$ cat src/rtl/aes_byte_loader.sv
// Byte-serial loader for the AES-128 decrypt core: assembles 16-byte key and
// ciphertext frames, commits them atomically and freezes the buses for a hold window.
module aes_byte_loader #(
  parameter int HOLD_CYCLES = 10
) (
  input  logic             clk,
  input  logic             rst_n,
  input  logic [7:0]       in_byte,
  input  logic             in_valid,
  output logic             in_ready,
  input  logic             in_is_key,
  output logic [15:0][7:0] key_out,
  output logic [15:0][7:0] state_out,
  output logic             key_valid,
  output logic             blk_valid,
  output logic [7:0]       blk_count,
  output logic             err,
  output logic             busy
);

  localparam logic [7:0] HOLD_LOAD = 8'(HOLD_CYCLES);

  typedef enum logic [1:0] {
    IDLE      = 2'd0,
    LOAD_KEY  = 2'd1,
    LOAD_DATA = 2'd2,
    HOLD      = 2'd3
  } state_t;

  state_t           state;
  logic [15:0][7:0] shadow;
  logic [3:0]       byte_cnt;
  logic [7:0]       hold_cnt;
  logic             xfer;

  // The last byte of a frame is merged here so the bus updates on the same
  // edge as the 16th transfer rather than one cycle later.
  function automatic logic [15:0][7:0] commit_frame(input logic [15:0][7:0] sh,
                                                     input logic [7:0]       last);
    logic [15:0][7:0] f;
    f    = sh;
    f[0] = last;
    return f;
  endfunction

  assign in_ready = (state != HOLD);
  assign busy     = (state != IDLE);
  assign xfer     = in_valid & in_ready;

  always_ff @(posedge clk or negedge rst_n) begin
    if (!rst_n) begin
      state     <= IDLE;
      shadow    <= '0;
      byte_cnt  <= '0;
      hold_cnt  <= '0;
      key_out   <= '0;
      state_out <= '0;
      key_valid <= 1'b0;
      blk_valid <= 1'b0;
      blk_count <= '0;
      err       <= 1'b0;
    end else begin
      blk_valid <= 1'b0;
      case (state)
        IDLE: begin
          if (xfer) begin
            if (in_is_key) begin
              shadow[15] <= in_byte;
              byte_cnt   <= 4'd1;
              state      <= LOAD_KEY;
            end else if (key_valid) begin
              shadow[15] <= in_byte;
              byte_cnt   <= 4'd1;
              state      <= LOAD_DATA;
            end else begin
              err <= 1'b1;
            end
          end
        end
        LOAD_KEY, LOAD_DATA: begin
          if (xfer) begin
            shadow[4'd15 - byte_cnt] <= in_byte;
            byte_cnt                 <= byte_cnt + 4'd1;
            if (byte_cnt == 4'd15) begin
              if (state == LOAD_KEY) begin
                key_out   <= commit_frame(shadow, in_byte);
                key_valid <= 1'b1;
                state     <= IDLE;
              end else begin
                state_out <= commit_frame(shadow, in_byte);
                blk_valid <= 1'b1;
                blk_count <= blk_count + 8'd1;
                hold_cnt  <= HOLD_LOAD;
                state     <= HOLD;
              end
            end
          end
        end
        HOLD: begin
          // Counter reads HOLD_LOAD on the first held cycle, so leaving at 1
          // gives exactly HOLD_CYCLES cycles with in_ready low.
          hold_cnt <= hold_cnt - 8'd1;
          if (hold_cnt == 8'd1) state <= IDLE;
        end
        default: state <= IDLE;
      endcase
    end
  end

endmodule
$ cat config.mk
export PLATFORM = sky130hd
export DESIGN_NAME = aes_byte_loader
export DESIGN_NICKNAME = d
export VERILOG_FILES = /design/src/rtl/aes_byte_loader.sv
export SDC_FILE = /design/constraint.sdc
export NUM_CORES = 1
export LEC_CHECK = 0
export BUFFER_PORTS_ARGS = -buffer_cell sky130_fd_sc_hd__buf_2
export CAP_MARGIN = 20
export CORE_UTILIZATION = 31
export DETAILED_ROUTE_END_ITERATION = 7
export GPL_TIMING_DRIVEN = 0
export PLACE_DENSITY = 0.47
export SLEW_MARGIN = 30
export SYNTH_ARGS = -nofsm -noshare
export SYNTH_HDL_FRONTEND = slang
export SYNTH_SLANG_ARGS = --single-unit
$ cat constraint.sdc
create_clock -name clk -period 2.4 [get_ports clk]
set_clock_uncertainty 0.05 [all_clocks]
set_input_delay 0.48 -clock clk [delete_from_list [all_inputs] [get_ports clk]]
set_output_delay 0.48 -clock clk [all_outputs]
set_load 0.05 [all_outputs]
# [Word level (Yosys, flattened, before mapping)]
# Cells that the tools add are included.
[op_classes] bitwise=4 order_cmp=2 addsub=4 n_reduce_logical=13 mux=29 n_eq_ne=12
[op_table] cell="$bwmux 128" count=1
[op_table] cell="$mux 128" count=1
[op_table] cell="$mux 8" count=7
[op_table] cell="$demux 8 s4" count=1
[op_table] cell="$pmux 8 s2" count=2
[op_table] cell="$reduce_and 4->1" count=5
[op_table] cell="$mux 4" count=4
[op_table] cell="$mux 2" count=7
[op_table] cell="$ne 2x2->1 const B" count=6
[op_table] cell="$add 8x1->8 const B" count=1
[op_table] cell="$eq 8x1->1 const B" count=1
[op_table] cell="$pmux 4 s2" count=1
[op_table] cell="$sub 8x1->8 const B" count=1
[op_table] cell="$pmux 2 s3" count=1
[op_table] cell="$reduce_bool 2->1" count=3
[op_table] cell="$lt 4x5->1 const B" count=1
[op_table] cell="$reduce_and 5->1" count=1
[op_table] cell="$add 4x1->4 const B" count=1
[op_table] cell="$eq 2x2->1 const B" count=2
[op_table] cell="$eq 4x4->1 const B" count=1
[op_table] cell="$ge 4x1->1 const B" count=1
[op_table] cell="$mux 1" count=4
[op_table] cell="$sub 4x4->4 const A" count=1
[op_table] cell="$ne 3x3->1 const B" count=1
[op_table] cell="7 further kinds" count=9
[totals] output_inout_bits=269 input_bits=12 regBits=409 elab_cells=119

# [Depth between registers and ports, before layout]
# Gate-level depths: netlist of run 1.
[depth] ltp_word=8 mapped_depth=9 mapped_depth_nobuf=6

# [Worst setup path before layout of run 1]
# No wires, ideal clock.
[synth_timing] kind="register -> register" from="reg state[0]" to="reg state_out[24] (netlist bit)" slack_ps=279 stages_incl_launch_ff=9 synth_period_minus_slack_ps=2121 n_path_buf=3 setup_ps=125 t_required_ps=2225 arrival_time_ps=1946 cell_sequence="dfrtp_1 -> inv_1 -> ha_1 -> nand3b_1 -> nor4b_2 -> buf_2 -> buf_6 -> buf_4 -> mux2_2"
[synth_between] elab_chain_cells=3 elab_cells_between_ends=7 cone_classes="eq/ne: 3; bitwise: 2; reduce/logical: 2"
[synth_rtl] item="start: declaration" line_no="30" text="state_t state;"
[synth_rtl] item="start signal: assignment" line_no="52" text="state <= IDLE;"
[synth_rtl] item="start signal: assignment" line_no="70" text="state <= LOAD_KEY;"
[synth_rtl] item="start signal: assignment" line_no="74" text="state <= LOAD_DATA;"
[synth_rtl] item="$ne 2x2->1 (tied with other cells)" line_no="46" text="assign in_ready = (state != HOLD);"
[synth_rtl] item="$and 1x1->1 (tied with other cells)" line_no="48" text="assign xfer = in_valid & in_ready;"
[synth_rtl] item="$reduce_and 4->1 (no source line) *"
[synth_rtl] item="end signal: assignment" line_no="90" text="state_out <= commit_frame(shadow, in_byte);"
[synth_rtl] item="end: declaration" line_no="13" text="output logic [15:0][7:0] state_out,"
# Mark *: on every way between the ends. The rest lies on a longest branch, timed or not.
# A chain may end at the register's enable or synchronous reset.

# [Worst setup path in the final report of run 1]
[layout_timing] from="reg state[0]" to="reg shadow[92] (netlist bit)"
[layout_between] elab_chain_cells=3 elab_cells_between_ends=6 cone_classes="eq/ne: 3; bitwise: 1; reduce/logical: 2"
[layout_rtl] item="$ne 2x2->1 (tied with other cells)" line_no="46"
[layout_rtl] item="$and 1x1->1 or $reduce_or 2->1 (tied branches)" line_no="48, 64"
[layout_rtl] item="$reduce_and 2->1 (no source line) *"
[layout_rtl] item="end signal: indexed assignment" line_no="82" text="shadow[4'd15 - byte_cnt] <= in_byte;"
[layout_rtl] item="end: declaration" line_no="31" text="logic [15:0][7:0] shadow;"
# Marks and branches as above.

==> results.rst, run 1 <==
.. list-table::
   :header-rows: 1

   * - Metric
     - Value
   * - Via count of the first global-routing pass
     - 9581
   * - Part of the Yosys area used for sequential elements
     - 64.65%
   * - Final WS setup
     - 61.86 ps
   * - Adder-cell share of the synthesized area
     - 0.9674%
   * - Share of the synthesized area in compound gates (AO/OA/AOI/OAI)
     - 0.9190%
   * - Multiplexer fraction of the synthesized cell area
     - 27.37%
   * - Synthesized cell area
     - 15520 um^2
   * - Actual transition at the worst max-transition pin
     - 660.0 ps
   * - Endpoints failing hold
     - 0
   * - Synth warn
     - 0
   * - Outcome
     - complete, no violations
   * - Hold wc startpoint
     - in_valid
   * - Clock tree from TritonCTS
     - done
   * - Power consumption
     - 14.33 mW
   * - Top cells by instance count after synthesis
     - sky130_fd_sc_hd__dfrtp_1, sky130_fd_sc_hd__mux2_2, sky130_fd_sc_hd__nand2_1, sky130_fd_sc_hd__mux2_4, sky130_fd_sc_hd__buf_2
   * - Combinational family with the most area after synthesis
     - multiplexers
   * - Reg area
     - 10030 um^2
   * - Buffers on Ports
     - 280
   * - Number of antenna violations at the first check in global routing
     - 3
   * - Hold path depth
     - 3
   * - Leak
     - 10.69 nW
   * - Post-route setup TNS
     - 0 ps
   * - EDFF count, synth
     - 0
   * - # fillers
     - 4702
   * - Remaining max-slew budget at the tightest pin
     - 55.76%
   * - IO Pins
     - 281
   * - Worst flop-to-flop path startpoint
     - state[0]
   * - Startpoint Class
     - flop
   * - Power per cell area
     - 724.7 nW/um^2
   * - Horizontal die dimension
     - 225.8 um
   * - Worst-case setup slack after placement
     - -367.2 ps
   * - Crit Reg-Reg Endpoint
     - shadow[92]
   * - Worst-case register-to-register setup slack
     - 60 ps
   * - Clock sinks
     - 401
   * - Buffers from clock root to sink, at most
     - 3
   * - Synthesized instance count
     - 967
   * - Setup violation total in the final timing report
     - 0
   * - Leading cell type by number of instances after synthesis
     - sky130_fd_sc_hd__dfrtp_1
   * - RSZ-0062 raised after global routing
     - true
   * - Post-detailed-route DRC marker count
     - 0
   * - Total grt overflow
     - 0
   * - H-tree depth reported by CTS
     - 2
   * - Worst Path Class, Setup
     - reg -> reg
   * - Number of synthesized register bits
     - 401
   * - Yosys cell types
     - 46
   * - Leading cell types by total area after synthesis
     - sky130_fd_sc_hd__dfrtp_1, sky130_fd_sc_hd__mux2_2, sky130_fd_sc_hd__mux2_4
   * - Final core utilization
     - 40.23%
   * - Maximum VDD drop
     - 0.0004408 V
   * - Pre-antenna DRT Iters
     - 4
   * - Clock latency on the worst-skew pair
     - 570 ps
   * - CP endpoint kind
     - flop
   * - Half-perimeter wire length after detailed placement
     - 28.41 mm
   * - FFs w/ async S/R, synth
     - 100.0%
   * - Number of vias in the routed layout
     - 9169
   * - Area of combinational cells with multiple inputs
     - 5196 um^2
   * - Routability cong.
     - 0.7386
   * - Simple-gate share of the synthesized area
     - 3.216%
   * - GR Util All Layers
     - 16.79%
   * - Xor/xnor cell area share of the yosys netlist
     - 0.6771%
   * - Share of Yosys cell area claimed by the top area cell type
     - 64.65%
   * - Layout area overhead
     - 27.40%
   * - Initial standard-cell utilization of the core
     - 31.58%
   * - End of the worst hold path
     - err
   * - Wire length of the first global-routing pass
     - 63.25 mm
   * - Largest net degree at the start of global routing
     - 84
   * - Fmax achieved
     - 0.4277 GHz
   * - Number of cells traversed by the worst register-to-register path
     - 6
   * - Number of nets in the layout
     - 1335
   * - First DRT Iteration DRCs
     - 332
   * - Core region area
     - 49150 um^2
   * - Clock-pin slew on the worst setup and hold paths
     - 60 ps
   * - Vertical die dimension
     - 225.8 um
   * - Final WL
     - 42.13 mm
   * - CP Data Arrival Time
     - 2730 ps
   * - Routed wire per std cell
     - 20.94 um
   * - Root Driver
     - sky130_fd_sc_hd__clkbuf_16
   * - Number of cells after detailed placement
     - 1916
   * - Num CTS Buffers
     - 47
   * - Number of nets still failing antenna checks after routing
     - 0
   * - Syn_nets
     - 991
   * - Avg Synthesized Cell Area
     - 16.05 um^2
   * - Routed via count divided by cell count
     - 4.557
   * - Worst hold path class
     - in -> reg
   * - Share of layout cells above drive strength 1
     - 58.92%
   * - Minimum period implied by the final worst setup slack
     - 2338 ps
   * - Number of rows created at floorplan
     - 81
   * - Worst EP required
     - 2800 ps
   * - Area enclosed by the die boundary
     - 50970 um^2
   * - Final critical-path share of the clock period
     - 97.42%
   * - Flip-flop cell with the highest count after synthesis
     - sky130_fd_sc_hd__dfrtp_1
   * - Slew Limit Fails
     - 0
   * - Peak fanout along the critical path
     - 8
   * - Cell taking the most area after synthesis
     - sky130_fd_sc_hd__dfrtp_1
   * - Total of max-cap violations
     - 0
   * - Final std cells w/o fill
     - 2012
[cell usage in the layout, fill, tap and decap left out, types with 6 or more instances in the layout]
cell type                   instances
sky130_fd_sc_hd__ha_1              11
sky130_fd_sc_hd__clkbuf_2           8
sky130_fd_sc_hd__nor2_1             8
sky130_fd_sc_hd__clkinv_2           9
sky130_fd_sc_hd__mux2_2           341
sky130_fd_sc_hd__nand3_1            6
sky130_fd_sc_hd__mux2_1            14
sky130_fd_sc_hd__nor2_2             6
sky130_fd_sc_hd__clkbuf_16         49
sky130_fd_sc_hd__buf_2            283
sky130_fd_sc_hd__o21ai_0           12
sky130_fd_sc_hd__clkbuf_8          12
sky130_fd_sc_hd__mux2_4            16
sky130_fd_sc_hd__nor2_4             6
sky130_fd_sc_hd__nand2_1           32
sky130_fd_sc_hd__buf_6             18
sky130_fd_sc_hd__clkbuf_1          14
sky130_fd_sc_hd__dfrtp_1          401
sky130_fd_sc_hd__buf_4             11
sky130_fd_sc_hd__inv_1              8
sky130_fd_sc_hd__xnor2_1            8
[worst max-delay path, stage by stage, from the launching register on]
cell	delay [ps]
sky130_fd_sc_hd__dfrtp_1	380
sky130_fd_sc_hd__inv_1	110
sky130_fd_sc_hd__ha_4	290
sky130_fd_sc_hd__and3b_1	260
sky130_fd_sc_hd__nand2_1	170
sky130_fd_sc_hd__nor2_2	530
sky130_fd_sc_hd__mux2_2	400
[worst max-delay path by stage]
stage	startpoint	to	slack [ps]	cells after the start
final	state[0]	shadow[92]	60	6
after floorplan	state[0]	state_out[24]	280	8
after global placement	rst_n	key_out[66]	-7550	1
after detailed placement	state[0]	state_out[19]	-370	8
after CTS	state[1]	shadow[58]	-30	6
after global routing	state[0]	shadow[57]	-60	6
[sequential cells by signal, indices dropped and copies added, names as in the netlist]
signal	cells
blk_count	8
blk_valid	1
byte_cnt	4
err	1
hold_cnt	8
key_out	128
key_valid	1
shadow	120
state	2
state_out	128
[per-stage QoR]
step / area [um^2] / hold WS, ps
2_1_floorplan: 15520 / 134.4
3_3_place_gp: 17750 / 406.2
3_5_place_dp: 17910 / 359.7
4_1_cts: 19690 / 125.4
5_1_grt: 19770 / 164.2
6_report: 19770 / 168.7
[what timing repair did]
action                                 4_1_cts  5_1_grt
resized for setup                           29       14
hold buffers                                 1        0
setup endpoints to repair                  303      212
buffers inserted                             5        4
pin swaps                                    1        2
endpoints found under the hold margin       39        0
[report_power, final]
group / switching [mW] / total [mW] / internal (mW)
registers: 0 / 6.76 / 6.76
clock network: 2.80 / 7.31 / 4.51
logic: 0.215 / 0.255 / 0.0397
[final cells by class]
| type | instances | area share [%] |
|---|---|---|
| flip-flops and latches | 401 | 50.75 |
| multi-input cells | 510 | 26.28 |
| repair buffers | 295 | 8.352 |
| clock buffers | 70 | 7.207 |
| well taps | 664 | 4.201 |
| plain buffers | 47 | 2.139 |
| clock inverters | 14 | 0.8795 |
| inverters | 9 | 0.1708 |
| diodes | 2 | 0.02531 |
[logic make-up (layout without fill, tap and decap cells)]
family,Yosys count,in the layout
adder cells (fa/ha/maj),12,12
AND/OR/NAND/NOR,92,92
multiplexers,372,372
other,0,2
AO/OA/AOI/OAI,22,22
buffers and inverters,56,435
XOR/XNOR,12,12
flip-flops,401,401
[routing by layer]
layer,share of wire [%],wire (um),global-route usage (%)
met5,0.031,13,0
met4,2.2,937,5.552
met2,47,19780,26.24
met1,46,19180,22.93
met3,5.3,2225,3.799
No activity file was read; power rests on OpenSTA's default activity.
==> run 2, diff against run 1 <==
--- a/config.mk
+++ b/config.mk
@@ -11,7 +11,6 @@
 export DETAILED_ROUTE_END_ITERATION = 7
 export GPL_TIMING_DRIVEN = 0
 export PLACE_DENSITY = 0.47
-export SLEW_MARGIN = 30
 export SYNTH_ARGS = -nofsm -noshare
 export SYNTH_HDL_FRONTEND = slang
 export SYNTH_SLANG_ARGS = --single-unit
==> constraint.sdc (replaced) <==
create_clock -name clk -period 2.35 [get_ports clk]
set_clock_uncertainty 0.05 [all_clocks]
set_input_delay 0.47 -clock clk [delete_from_list [all_inputs] [get_ports clk]]
set_output_delay 0.47 -clock clk [all_outputs]
set_load 0.05 [all_outputs]
==> run 2 against run 1 <==
Cell area is 0.61% higher. Power increased by 2.7%. Clock power up 3.3%. Via count fell by 0.67%. Worst hold slack better by 2.7 ps. Critical path depth is 2 higher. Global-route usage is 0.096 points lower.
==> results.rst, run 2 (synthesized netlist as in run 1, its figures left out) <==
.. list-table::
   :header-rows: 1

   * - Metric
     - Value
   * - Final critical-path share of the clock period
     - 96.25%
   * - Total grt overflow
     - 0
   * - Buffers from clock root to sink, at most
     - 3
   * - Number of antenna violations at the first check in global routing
     - 1
   * - Final WL
     - 42.33 mm
   * - Num CTS Buffers
     - 46
   * - Area enclosed by the die boundary
     - 50970 um^2
   * - Wire length of the first global-routing pass
     - 62.93 mm
   * - Vertical die dimension
     - 225.8 um
   * - Maximum VDD drop
     - 0.0004206 V
   * - Worst hold path class
     - in -> reg
   * - Final core utilization
     - 40.47%
   * - Power consumption
     - 14.72 mW
   * - Total of max-cap violations
     - 0
   * - Clock-pin slew on the worst setup and hold paths
     - 50 ps
   * - Remaining max-slew budget at the tightest pin
     - 26.76%
   * - Minimum period implied by the final worst setup slack
     - 2262 ps
   * - Highest-count cells in the layout ignoring fill and taps
     - sky130_fd_sc_hd__dfrtp_1, sky130_fd_sc_hd__mux2_2, sky130_fd_sc_hd__buf_2
   * - Largest net degree at the start of global routing
     - 103
   * - # fillers
     - 4669
   * - Post-detailed-route DRC marker count
     - 0
   * - Outcome
     - complete, no violations
   * - Worst-case register-to-register setup slack
     - 90 ps
   * - Number of nets still failing antenna checks after routing
     - 0
   * - Actual transition at the worst max-transition pin
     - 1099 ps
   * - Pre-antenna DRT Iters
     - 4
   * - Number of vias in the routed layout
     - 9108
   * - Clock latency on the worst-skew pair
     - 570 ps
   * - Worst hold slack
     - 171.4 ps
   * - Share of layout cells above drive strength 1
     - 58.59%
   * - Horizontal die dimension
     - 225.8 um
   * - Half-perimeter wire length after detailed placement
     - 28.42 mm
   * - Worst Path Class, Setup
     - reg -> reg
   * - Endpoints failing hold
     - 0
   * - Initial standard-cell utilization of the core
     - 31.58%
   * - Worst EP required
     - 2740 ps
   * - Setup violation total in the final timing report
     - 0
   * - Peak fanout along the critical path
     - 10
   * - Number of nets in the layout
     - 1336
   * - Number of rows created at floorplan
     - 81
   * - Power per cell area
     - 740.1 nW/um^2
   * - Core region area
     - 49150 um^2
   * - Clock tree from TritonCTS
     - done
   * - RSZ-0062 raised after global routing
     - true
   * - GR Util All Layers
     - 16.69%
   * - Routed via count divided by cell count
     - 4.531
   * - Clock sinks
     - 401
   * - Slew Limit Fails
     - 0
   * - Root Driver
     - sky130_fd_sc_hd__clkbuf_16
   * - Startpoint Class
     - flop
   * - Routability cong.
     - 0.7386
   * - First DRT Iteration DRCs
     - 319
   * - CP endpoint kind
     - flop
   * - Largest registers in the final layout
     - key_out x128, state_out x128, shadow x120
   * - H-tree depth reported by CTS
     - 2
   * - IO Pins
     - 281
   * - Leak
     - 10.70 nW
   * - Most common cell after layout, fill and taps aside
     - sky130_fd_sc_hd__dfrtp_1
   * - Buffers on Ports
     - 280
   * - Fmax achieved
     - 0.4421 GHz
   * - Via count of the first global-routing pass
     - 9491
   * - Layout area overhead
     - 28.17%
   * - CP Data Arrival Time
     - 2660 ps
   * - Routed wire per std cell
     - 21.06 um
-- run 2: cell types whose count changed in the layout (fill, tap and decap cells not counted), sizes merged --
| cell | previous run | this run |
|---|---|---|
| clkbuf | 84 | 90 |
| clkinv | 10 | 5 |
| buf | 327 | 324 |
| bufinv | 4 | 5 |
| diode | 2 | 1 |
-- run 2: worst max-delay path, stage by stage, from the launching register on --
cell and delay [ps]:
sky130_fd_sc_hd__dfrtp_1 400, sky130_fd_sc_hd__inv_2 70, sky130_fd_sc_hd__ha_4 290, sky130_fd_sc_hd__nand3b_1 130
sky130_fd_sc_hd__nor4b_2 320, sky130_fd_sc_hd__buf_6 230, sky130_fd_sc_hd__buf_12 160, sky130_fd_sc_hd__buf_12 150
sky130_fd_sc_hd__mux2_2 340
-- run 2: worst paths after layout --
kind | start | to | cells past startpoint
worst max-delay path | state[1] | state_out[19] | 8
worst min-delay path | in_valid | err | 3
max in group asynchronous | rst_n | key_out[70] | 5
min in group asynchronous | rst_n | key_out[121] | 2
worst max register to register | state[1] | state_out[19] | 8
worst min register to register | blk_count[7] | blk_count[7] | 1
-- run 2: what timing repair did --
item,CTS,global route
setup endpoints to repair,326,285
hold buffers,1,0
gates resized for setup,28,31
buffers inserted,5,5
gates cloned,0,4
pin swaps,1,2
endpoints found under the hold margin,49,0
-- run 2: layer usage --
layer | global-route usage (%) | vias to the layer above | wire length, um
met5 | 0 | - | 0
met4 | 4.828 | 0 | 1033
met3 | 4.372 | 60 | 2188
met2 | 26.28 | 197 | 19960
met1 | 22.51 | 4752 | 19150
li1 | - | 4099 | -
-- run 2: area by class of cell --
class / instances / area [um^2] / share of cell area (%)
flip-flops and latches: 401 / 10030 / 50.44
multi-input cells: 510 / 5216 / 26.22
repair buffers: 300 / 1734 / 8.717
clock buffers: 71 / 1439 / 7.233
well taps: 664 / 830.8 / 4.176
plain buffers: 44 / 427.9 / 2.151
clock inverters: 10 / 175.2 / 0.8805
inverters: 9 / 33.78 / 0.1698
diodes: 1 / 2.502 / 0.01258
-- run 2: where the power goes --
group	total (mW)	internal, mW	leakage (nW)	switching, mW
logic	0.262	0.0406	4.33	0.222
registers	6.91	6.91	5.57	0
clock network	7.55	4.73	0.798	2.82
-- run 2: through the flow --
stage | worst slack [ps] | cells | TNS, ps | area (um^2)
2_1_floorplan | 229.1 | 967 | 0 | 15520
5_1_grt | -28.43 | 2009 | -353.1 | 19890
3_5_place_dp | -401.9 | 1916 | -67920 | 17890
4_1_cts | -18.89 | 2001 | -51.64 | 19670
3_3_place_gp | -7585 | 1911 | -3092050 | 17750
6_report | 88.20 | 2010 | 0 | 19890
==> run 3, diff against run 2 <==
--- a/config.mk
+++ b/config.mk
@@ -5,9 +5,11 @@
 export SDC_FILE = /design/constraint.sdc
 export NUM_CORES = 1
 export LEC_CHECK = 0
+export ABC_AREA = 1
 export BUFFER_PORTS_ARGS = -buffer_cell sky130_fd_sc_hd__buf_2
 export CAP_MARGIN = 20
 export CORE_UTILIZATION = 31
+export CTS_BUF_LIST = sky130_fd_sc_hd__clkbuf_2
 export DETAILED_ROUTE_END_ITERATION = 7
 export GPL_TIMING_DRIVEN = 0
 export PLACE_DENSITY = 0.47
==> run 3 against run 2 <==
The flow now finishes with violations (negative setup slack). Combinational power rose to 13 times the previous value. Critical path depth fell by 4. Sequential cell count did not move. Synthesized cell count rose by 64%. Non-clock buffer count rose by 69. Worst hold slack improved by 58 ps. Sequential share of layout area fell by 2.8 points.
==> results.rst, run 3 <==
.. list-table::
   :header-rows: 1

   * - Metric
     - Value
   * - Part of the Yosys area used for sequential elements
     - 63.41%
   * - Final Cell Area
     - 21090 um^2
   * - Worst path buffer plus inverter count
     - 3
   * - Layout area overhead
     - 33.26%
   * - Wire length of the first global-routing pass
     - 77.51 mm
   * - Number of nets still failing antenna checks after routing
     - 0
   * - EDFF count, synth
     - 0
   * - Routed wire per std cell
     - 18.03 um
   * - Total of max-cap violations
     - 0
   * - Root Driver
     - sky130_fd_sc_hd__clkbuf_2
   * - Count of cell instances traversed by the critical path
     - 4
   * - CP endpoint kind
     - primary output
   * - Leading cell types by total area after synthesis
     - sky130_fd_sc_hd__dfrtp_1, sky130_fd_sc_hd__nand2_1, sky130_fd_sc_hd__o21ai_0
   * - First DRT Iteration DRCs
     - 727
   * - Maximum VDD drop
     - 0.0002786 V
   * - Syn_nets
     - 1613
   * - Number of vias in the routed layout
     - 12.49k
   * - Outcome
     - complete, but fails checks
   * - Pre-antenna DRT Iters
     - 5
   * - Final core utilization
     - 41.95%
   * - Num CTS Buffers
     - 107
   * - Flip-flop cell with the highest count after synthesis
     - sky130_fd_sc_hd__dfrtp_1
   * - Routed via count divided by cell count
     - 4.491
   * - Critical-path top delay cell
     - sky130_fd_sc_hd__dfrtp_1
   * - Synthesized instance count
     - 1589
   * - Hold path depth
     - 4
   * - IO Pins
     - 281
   * - Half-perimeter wire length after detailed placement
     - 33.34 mm
   * - Final critical-path share of the clock period
     - 104.6%
   * - Setup violation total in the final timing report
     - 2
   * - Slew Limit Fails
     - 0
   * - Highest-count cells in the layout ignoring fill and taps
     - sky130_fd_sc_hd__nand2_1, sky130_fd_sc_hd__dfrtp_1, sky130_fd_sc_hd__buf_6
   * - Final WL
     - 50.14 mm
   * - Minimum period implied by the final worst setup slack
     - 2457 ps
   * - Worst Path Class, Setup
     - reg -> out
   * - Cell taking the most area after synthesis
     - sky130_fd_sc_hd__dfrtp_1
   * - Startpoint Class
     - flop
   * - GR Util All Layers
     - 19.56%
   * - Fmax achieved
     - 0.4070 GHz
   * - Family of cells with the greatest summed delay on the critical path
     - flip-flops
   * - CP Data Arrival Time
     - 1940 ps
   * - Leak
     - 10.91 nW
   * - Buffers from clock root to sink, at most
     - 3
   * - Avg Synthesized Cell Area
     - 9.958 um^2
   * - Post-detailed-route DRC marker count
     - 0
   * - Worst hold slack
     - 229.4 ps
   * - Number of cells traversed by the worst register-to-register path
     - 13
   * - Number of cells after detailed placement
     - 2544
   * - Area enclosed by the die boundary
     - 51950 um^2
   * - Leading cell type by number of instances after synthesis
     - sky130_fd_sc_hd__nand2_1
   * - Clock tree from TritonCTS
     - done
   * - Largest net degree at the start of global routing
     - 121
   * - Number of nets in the layout
     - 2053
   * - Core region area
     - 50270 um^2
   * - Power per cell area
     - 784.5 nW/um^2
   * - Number of synthesized register bits
     - 401
   * - Share of layout cells above drive strength 1
     - 29.95%
   * - Most common cell after layout, fill and taps aside
     - sky130_fd_sc_hd__nand2_1
   * - Yosys cell types
     - 31
   * - FFs w/ async S/R, synth
     - 100.0%
   * - Routability cong.
     - 0.7814
   * - Vertical die dimension
     - 227.9 um
   * - Biggest cell delay along the critical path
     - 430 ps
   * - Number of rows created at floorplan
     - 82
   * - Final WS setup
     - -107.1 ps
   * - Post-route setup TNS
     - -164.0 ps
   * - Worst hold path class
     - in -> reg
   * - H-tree depth reported by CTS
     - 3
   * - Initial standard-cell utilization of the core
     - 31.48%
   * - Final std cells w/o fill
     - 2781
   * - Number of antenna violations at the first check in global routing
     - 2
   * - Share of Yosys cell area claimed by the top area cell type
     - 63.41%
   * - Clock-pin slew on the worst setup and hold paths
     - 100 ps
   * - Via count of the first global-routing pass
     - 12.78k
   * - Actual transition at the worst max-transition pin
     - 1092 ps
   * - Worst EP required
     - 1830 ps
   * - Total grt overflow
     - 0
   * - Endpoints failing hold
     - 0
   * - Violations in the final reports
     - negative setup slack
   * - Cells along the critical path
     - inv_2 -> ha_4 -> inv_4 -> buf_8
   * - Synth warn
     - 0
   * - Largest registers in the final layout
     - key_out x128, state_out x128, shadow x120
   * - Top cells by instance count after synthesis
     - sky130_fd_sc_hd__nand2_1, sky130_fd_sc_hd__dfrtp_1, sky130_fd_sc_hd__o21ai_0, sky130_fd_sc_hd__o21ai_1, sky130_fd_sc_hd__inv_1
   * - Peak fanout along the critical path
     - 3
   * - RSZ-0062 raised after global routing
     - true
   * - Buffers on Ports
     - 280
   * - Remaining max-slew budget at the tightest pin
     - 27.18%
   * - Horizontal die dimension
     - 227.9 um
   * - Clock sinks
     - 401
   * - Synthesized cell area
     - 15820 um^2
   * - Area after DPL
     - 18160 um^2
   * - Clock latency on the worst-skew pair
     - 1120 ps
run 3: cell types whose count changed after synthesis, moves of 10 or more:
cell,delta
sky130_fd_sc_hd__clkbuf_1,+10
sky130_fd_sc_hd__mux2_4,-16
sky130_fd_sc_hd__inv_1,+127
sky130_fd_sc_hd__o21ai_1,+149
sky130_fd_sc_hd__mux2_1,-14
sky130_fd_sc_hd__nand3_1,+17
sky130_fd_sc_hd__mux2_2,-341
sky130_fd_sc_hd__nand2_1,+491
sky130_fd_sc_hd__o21ai_0,+147
sky130_fd_sc_hd__o21ai_2,+42
sky130_fd_sc_hd__buf_6,+29
run 3: cell type report:
cell class,count,area (um^2)
diodes,2,5.005
clock buffers,168,840.8
plain buffers,81,645.6
well taps,672,840.8
repair buffers,332,3470
flip-flops and latches,401,10040
inverters,142,545.5
multi-input cells,964,4624
clock inverters,19,77.57
fillers,5042,29190
run 3: path summary, 6_finish.rpt:
check,end,slack (ps),startpoint
setup / recovery,busy,-110,state[1]
hold reg to reg,key_out[121],440,key_out[121]
hold / removal,shadow[96],230,in_byte[0]
min in group asynchronous,shadow[93],480,rst_n
setup reg to reg,key_out[83],210,state[0]
max in group asynchronous,state_out[29],280,rst_n
run 3: what timing repair did:
item | 4_1_cts | 5_1_grt
endpoints found under the setup margin | 310 | 34
resized for setup | 519 | 8
hold endpoints to repair | 360 | 0
hold buffers | 15 | 0
pin swaps | 2 | 2
buffers inserted | 31 | 3
run 3: kinds of logic (layout without fill, tap and decap cells):
logic type,after synthesis,count (layout),synth area share [%]
adder cells (fa/ha/maj),12,12,0.9488
flip-flops,401,401,63.41
buffers and inverters,224,742,7.543
other,0,2,0
AND/OR/NAND/NOR,589,589,15.43
XOR/XNOR,6,6,0.3321
AO/OA/AOI/OAI,357,357,12.33
run 3: per-layer routing:
metal	part of all wire, %	wire length [um]	GRT usage (%)	vias to the layer above
met4	2.0	1004	7.215	0
li1	-	-	-	5995
met1	46	23040	26.57	6113
met3	6.8	3433	5.938	61
met5	0	0	0	-
met2	45	22660	29.32	320
run 3: report_power, final:
part           total [mW]  switching (mW)  internal, mW
Clock                4.81            2.94          1.87
Sequential           8.25           0.465          7.79
Combinational        3.48            2.41          1.08
run 3: worst min-delay path, cell delays in order:
cell and delay [ps]:
sky130_fd_sc_hd__dlygate4sd3_1 520, sky130_fd_sc_hd__buf_2 200, sky130_fd_sc_hd__nand2_1 70, sky130_fd_sc_hd__o21ai_0 60
run 3: per-stage QoR:
stage               setup WS [ps]  power, mW
floorplan                   390.1      10.41
global placement            -7570      11.43
detailed placement         -43.01      11.51
CTS                        -304.9      16.81
global route               -279.0      17.68
finish                     -107.1      16.54
